===== src/rtl/mux_pkg.sv =====
// Shared defaults and the select-width helper for the N-choice pipelined multiplexer.
package mux_pkg;

    localparam int MUX_DEF_WIDTH   = 24;
    localparam int MUX_DEF_CHOICES = 4;

    // A 2-choice mux still needs one select bit, so the width never drops below 1.
    function automatic int sel_w_calc(input int num_choices);
        return (num_choices <= 2) ? 1 : $clog2(num_choices);
    endfunction

endpackage


===== src/rtl/mux_n_choice_pipe_stage.sv =====
// Valid/ready register stage holding all handshake state; optional 1-entry skid
// register enabled by MUX_N_CHOICE_SKID_EN.
module pipe_reg_stage #(
    parameter int PAYLOAD_W = 8
) (
    input  logic                 clk,
    input  logic                 rst_n,
    input  logic                 in_valid,
    output logic                 in_ready,
    input  logic [PAYLOAD_W-1:0] in_data,
    output logic                 out_valid,
    input  logic                 out_ready,
    output logic [PAYLOAD_W-1:0] out_data
);

`ifdef MUX_N_CHOICE_SKID_EN
    logic                 skid_full;
    logic [PAYLOAD_W-1:0] skid_data;

    // in_ready comes straight from a flop, cutting the ready path back to the producer.
    assign in_ready = ~skid_full;

    always_ff @(posedge clk or negedge rst_n) begin
        if (!rst_n) begin
            out_valid <= 1'b0;
            out_data  <= '0;
            skid_full <= 1'b0;
            skid_data <= '0;
        end else if (!out_valid || out_ready) begin
            // Output slot frees up: the older skid item always goes first.
            if (skid_full) begin
                out_data  <= skid_data;
                out_valid <= 1'b1;
                skid_full <= 1'b0;
            end else if (in_valid) begin
                out_data  <= in_data;
                out_valid <= 1'b1;
            end else begin
                out_valid <= 1'b0;
            end
        end else if (in_valid && !skid_full) begin
            skid_data <= in_data;
            skid_full <= 1'b1;
        end
    end
`else
    assign in_ready = ~out_valid | out_ready;

    // NOTE: state flops use non-blocking assignments so every flop samples pre-edge values.
    always_ff @(posedge clk or negedge rst_n) begin
        if (!rst_n) begin
            out_valid <= 1'b0;
            out_data  <= '0;
        end else if (in_valid && in_ready) begin
            out_data  <= in_data;
            out_valid <= 1'b1;
        end else if (out_ready) begin
            out_valid <= 1'b0;
        end
    end
`endif

endmodule


===== src/rtl/mux_n_choice_pipe.sv =====
// N-choice multiplexer with a registered valid/ready output stage and sticky
// out-of-range select flag. Define MUX_N_CHOICE_SKID_EN to add a skid entry.
module mux_n_choice_pipe
    import mux_pkg::*;
#(
    parameter  int WIDTH       = MUX_DEF_WIDTH,
    parameter  int NUM_CHOICES = MUX_DEF_CHOICES,
    localparam int SEL_W       = sel_w_calc(NUM_CHOICES)
) (
    input  logic                         clk,
    input  logic                         rst_n,
    input  logic [NUM_CHOICES*WIDTH-1:0] choices,
    input  logic [SEL_W-1:0]             select,
    input  logic                         in_valid,
    output logic                         in_ready,
    output logic [WIDTH-1:0]             out_data,
    output logic [SEL_W-1:0]             out_sel,
    output logic                         out_valid,
    input  logic                         out_ready,
    output logic                         sel_err,
    input  logic                         err_clr
);

    logic [WIDTH-1:0]       sel_data;
    logic                   sel_oor;
    logic                   in_xfer;
    logic [SEL_W+WIDTH-1:0] stage_out;

    assign sel_oor = int'(select) >= NUM_CHOICES;
    assign in_xfer = in_valid & in_ready;

    // NOTE: sel_data is defaulted before the loop so no select value infers a latch.
    always_comb begin
        sel_data = '0;
        for (int k = 0; k < NUM_CHOICES; k++) begin
            if (select == SEL_W'(k)) begin
                sel_data = choices[k*WIDTH +: WIDTH];
            end
        end
    end

    pipe_reg_stage #(
        .PAYLOAD_W (SEL_W + WIDTH)
    ) u_stage (
        .clk       (clk),
        .rst_n     (rst_n),
        .in_valid  (in_valid),
        .in_ready  (in_ready),
        .in_data   ({select, sel_data}),
        .out_valid (out_valid),
        .out_ready (out_ready),
        .out_data  (stage_out)
    );

    assign out_sel  = stage_out[SEL_W+WIDTH-1:WIDTH];
    assign out_data = stage_out[WIDTH-1:0];

    // A new out-of-range accept wins over a coincident clear.
    always_ff @(posedge clk or negedge rst_n) begin
        if (!rst_n) begin
            sel_err <= 1'b0;
        end else if (in_xfer && sel_oor) begin
            sel_err <= 1'b1;
        end else if (err_clr) begin
            sel_err <= 1'b0;
        end
    end

endmodule


===== config.mk =====
export PLATFORM = sky130hd
export DESIGN_NAME = mux_n_choice_pipe
export DESIGN_NICKNAME = d
export VERILOG_FILES = /design/src/rtl/mux_pkg.sv /design/src/rtl/mux_n_choice_pipe_stage.sv /design/src/rtl/mux_n_choice_pipe.sv
export SDC_FILE = /design/constraint.sdc
export NUM_CORES = 1
export LEC_CHECK = 0
export ABC_AREA = 1
export CAP_MARGIN = 20
export CORE_MARGIN = 2
export CORE_UTILIZATION = 35
export DETAILED_ROUTE_END_ITERATION = 8
export GPL_ROUTABILITY_DRIVEN = 0
export PLACE_DENSITY_LB_ADDON = 0.12
export SLEW_MARGIN = 20
export SYNTH_ARGS = -nofsm -noshare
export SYNTH_HDL_FRONTEND = slang
export SYNTH_HIERARCHICAL = 1
export SYNTH_SLANG_ARGS = --single-unit

===== constraint.sdc =====
create_clock -name clk -period 1.2 [get_ports clk]
set_input_delay 0.24 -clock clk [delete_from_list [all_inputs] [get_ports clk]]
set_output_delay 0.24 -clock clk [all_outputs]
set_load 0.005 [all_outputs]

==> impl_metrics.json, run 1 <==
{
  "status": "complete, no violations",
  "p_total_mw": 2.80,
  "slowest_delay_ns": 0.40,
  "core_area_um2": 5110,
  "crit_family": "flip-flops",
  "crit_slowest_cell": "dfrtp_1",
  "synth_edf_count": 0,
  "clkSinkCount": 27,
  "r2r-start": "u_stage/out_valid",
  "cap_violations": 0,
  "yosysTopAreaCell": "dfrtp_1",
  "die_h_um": 76.5,
  "firstDrtPassIters": 4,
  "cts_tree": "yes",
  "area_growth_pct": 81.2,
  "synth_nets": 361,
  "yosysSeqAreaShare": 0.367,
  "grt_pass1_wl_mm": 10.2,
  "synth_seq_cells": 27,
  "clkLatencyLatePin_ns": 0.26,
  "nFillCells": 489,
  "end_kind": "output pin",
  "crit_end": "out_data[1]",
  "finalSetupTns_ns": 0,
  "cts-root-buf": "clkbuf_8",
  "finalWirelength_mm": 6.25,
  "ys.flop_type": "dfrtp_1",
  "r2r_setup_slack_ns": 0.12,
  "drtIter0Drc": 221,
  "hold_viol": 0,
  "cts.path.max_buffers": 2,
  "numCtsBuffers": 3,
  "fin_area_um2": 3340,
  "finalCriticalPeriod_ns": 1.16,
  "fin_crit_sh": 0.971,
  "clock-skew-final_ns": 0.00253,
  "grt_overflow_total": 0,
  "synth_top_area_frac": 0.367,
  "grt_pass1_vias": 2138,
  "cp.required_ns": 0.96,
  "placedInstanceArea_um2": 3180,
  "postLayoutCoreUtil": 0.653,
  "htree_num_levels": 1,
  "critical_path_depth": 1,
  "worstPathCellList": "dlygate4sd2_1",
  "drcViolationCount": 0,
  "via_count": 2320,
  "min_path_type": "in -> async",
  "yosysUniqueCellTypes": 16,
  "antenna_found_initial": 0,
  "antenna_left": 0,
  "startpoint": "u_stage/out_data[1]",
  "finalMaxSlewViolations": 0,
  "cp_data_arrival_time_ns": 0.92,
  "die_w_um": 76.5,
  "rr_endpoint": "u_stage/out_data[23]",
  "io_pins": 132,
  "dp_slack_ns": -0.408,
  "nNetsFinal": 501,
  "vias_per_cell": 4.97,
  "synth.most_common_cell": "nand3_1",
  "crit_type": "reg -> out",
  "rows": 26,
  "syn_inst": 258,
  "synth_warnings": 6,
  "max_freq_mhz": 859,
  "power_density_nw_per_um2": 839,
  "dieArea_um2": 5860,
  "synth_area_per_cell_um2": 7.14,
  "leakage_nw": 1.56,
  "critPathLaunchType": "flop",
  "numPortBuffers": 129,
  "rr_worst_depth": 5,
  "synthTopCellsByCount": "nand3_1 (98), nand2_1 (77), dfrtp_1 (27), nand4_1 (24), buf_4 (9)",
  "syn_area_um2": 1840,
  "async_flop_share": 1.00,
  "ir_worst_vdd_v": 0.000453,
  "grt_max_degree": 35,
  "setup_viol": 0,
  "path_buf_inv": 1,
  "path_clk_slew_ns": 0.08,
  "grt.total_usage": 0.211,
  "place_hpwl_mm": 4.90,
  "start_util": 0.361,
  "antenna_cells": 0,
  "worstPathMaxFanout": 2,
  "worst_slack_ns": 0.0353,
  "drive_gt1_frac": 0.108,
  "wl_per_cell_um": 13.4,
  "yosys-top-cells-area": "dfrtp_1 (37%), nand3_1 (27%), nand2_1 (16%)"
}
-- cell usage in the layout (no fill, tap or decap), drive strengths merged --
cell type | Yosys | layout
clkdlybuf4s50 | 0 | 99
dlygate4sd2 | 0 | 25
nor2 | 1 | 1
clkbuf | 7 | 4
conb | 1 | 1
nand2 | 79 | 79
buf | 18 | 34
nand3 | 98 | 98
dfrtp | 27 | 27
nand4 | 24 | 24
clkdlybuf4s15 | 0 | 2
inv | 3 | 3
-- metal layers --
layer,share of wire,routed length [um],track usage
met2,0.49,3080,0.358
met1,0.44,2730,0.287
met4,0.0054,34,0.0436
met5,0,0,0
met3,0.066,414,0.0320
-- cells by family after synthesis --
| group | synth area share |
|---|---|
| other | 0.00204 |
| flip-flops | 0.367 |
| buffers and inverters | 0.113 |
| AND/OR/NAND/NOR | 0.518 |
-- report_power, final --
| group | total, mW | switching, mW | internal, mW |
|---|---|---|---|
| clock | 0.484 | 0.247 | 0.237 |
| combinational | 1.18 | 0.468 | 0.716 |
| sequential | 1.13 | 0.0784 | 1.05 |
-- stage by stage --
step | hold slack, ns | cells
detailed placement | 0.461 | 448
global route | 0.342 | 467
finish | 0.331 | 467
CTS | 0.335 | 465
floorplan | -0.0556 | 258
global placement | 0.457 | 448
-- worst min path at each step --
stage | from | endpoint | slack (ns) | depth (start not counted)
6_report | rst_n | u_stage/out_data[4] | 0.33 | 2
5_1_grt | rst_n | u_stage/out_data[4] | 0.34 | 2
4_1_cts | rst_n | u_stage/out_data[4] | 0.34 | 2
3_5_place_dp | u_stage/out_data[15] | u_stage/out_data[15] | 0.46 | 2
3_3_place_gp | u_stage/out_data[15] | u_stage/out_data[15] | 0.46 | 2
2_1_floorplan | rst_n | u_stage/out_data[0] | -0.06 | 0
-- timing repair --
action                                  in CTS  in global routing
hold endpoints to repair                     0                  0
hold buffers                                 0                  0
buffers inserted                            13                  2
gates resized for setup                     29                 11
endpoints found under the setup margin      55                 31
-- sequential cells by signal (all words and copies together), names as in the netlist --
register           cells
u_stage/out_data      26
u_stage/out_valid      1
-- cell type report --
class,count,area (um2),area share
Clock buffer,4,45.0,0.0135
Inverter,3,11.3,0.00337
Multi-Input combinational cell,203,971,0.291
Sequential cell,27,676,0.202
Tap cell,70,87.6,0.0262
Timing Repair Buffer,160,1550,0.463
Note: power is estimated with default switching activity, not from simulation.
==> inputs of run 2 (changes only) <==
- CTS_CLUSTER_DIAMETER: default -> 80
==> results of run 2 <==
Same layout as run 1: the final DEF is identical, and so are final timing and power.
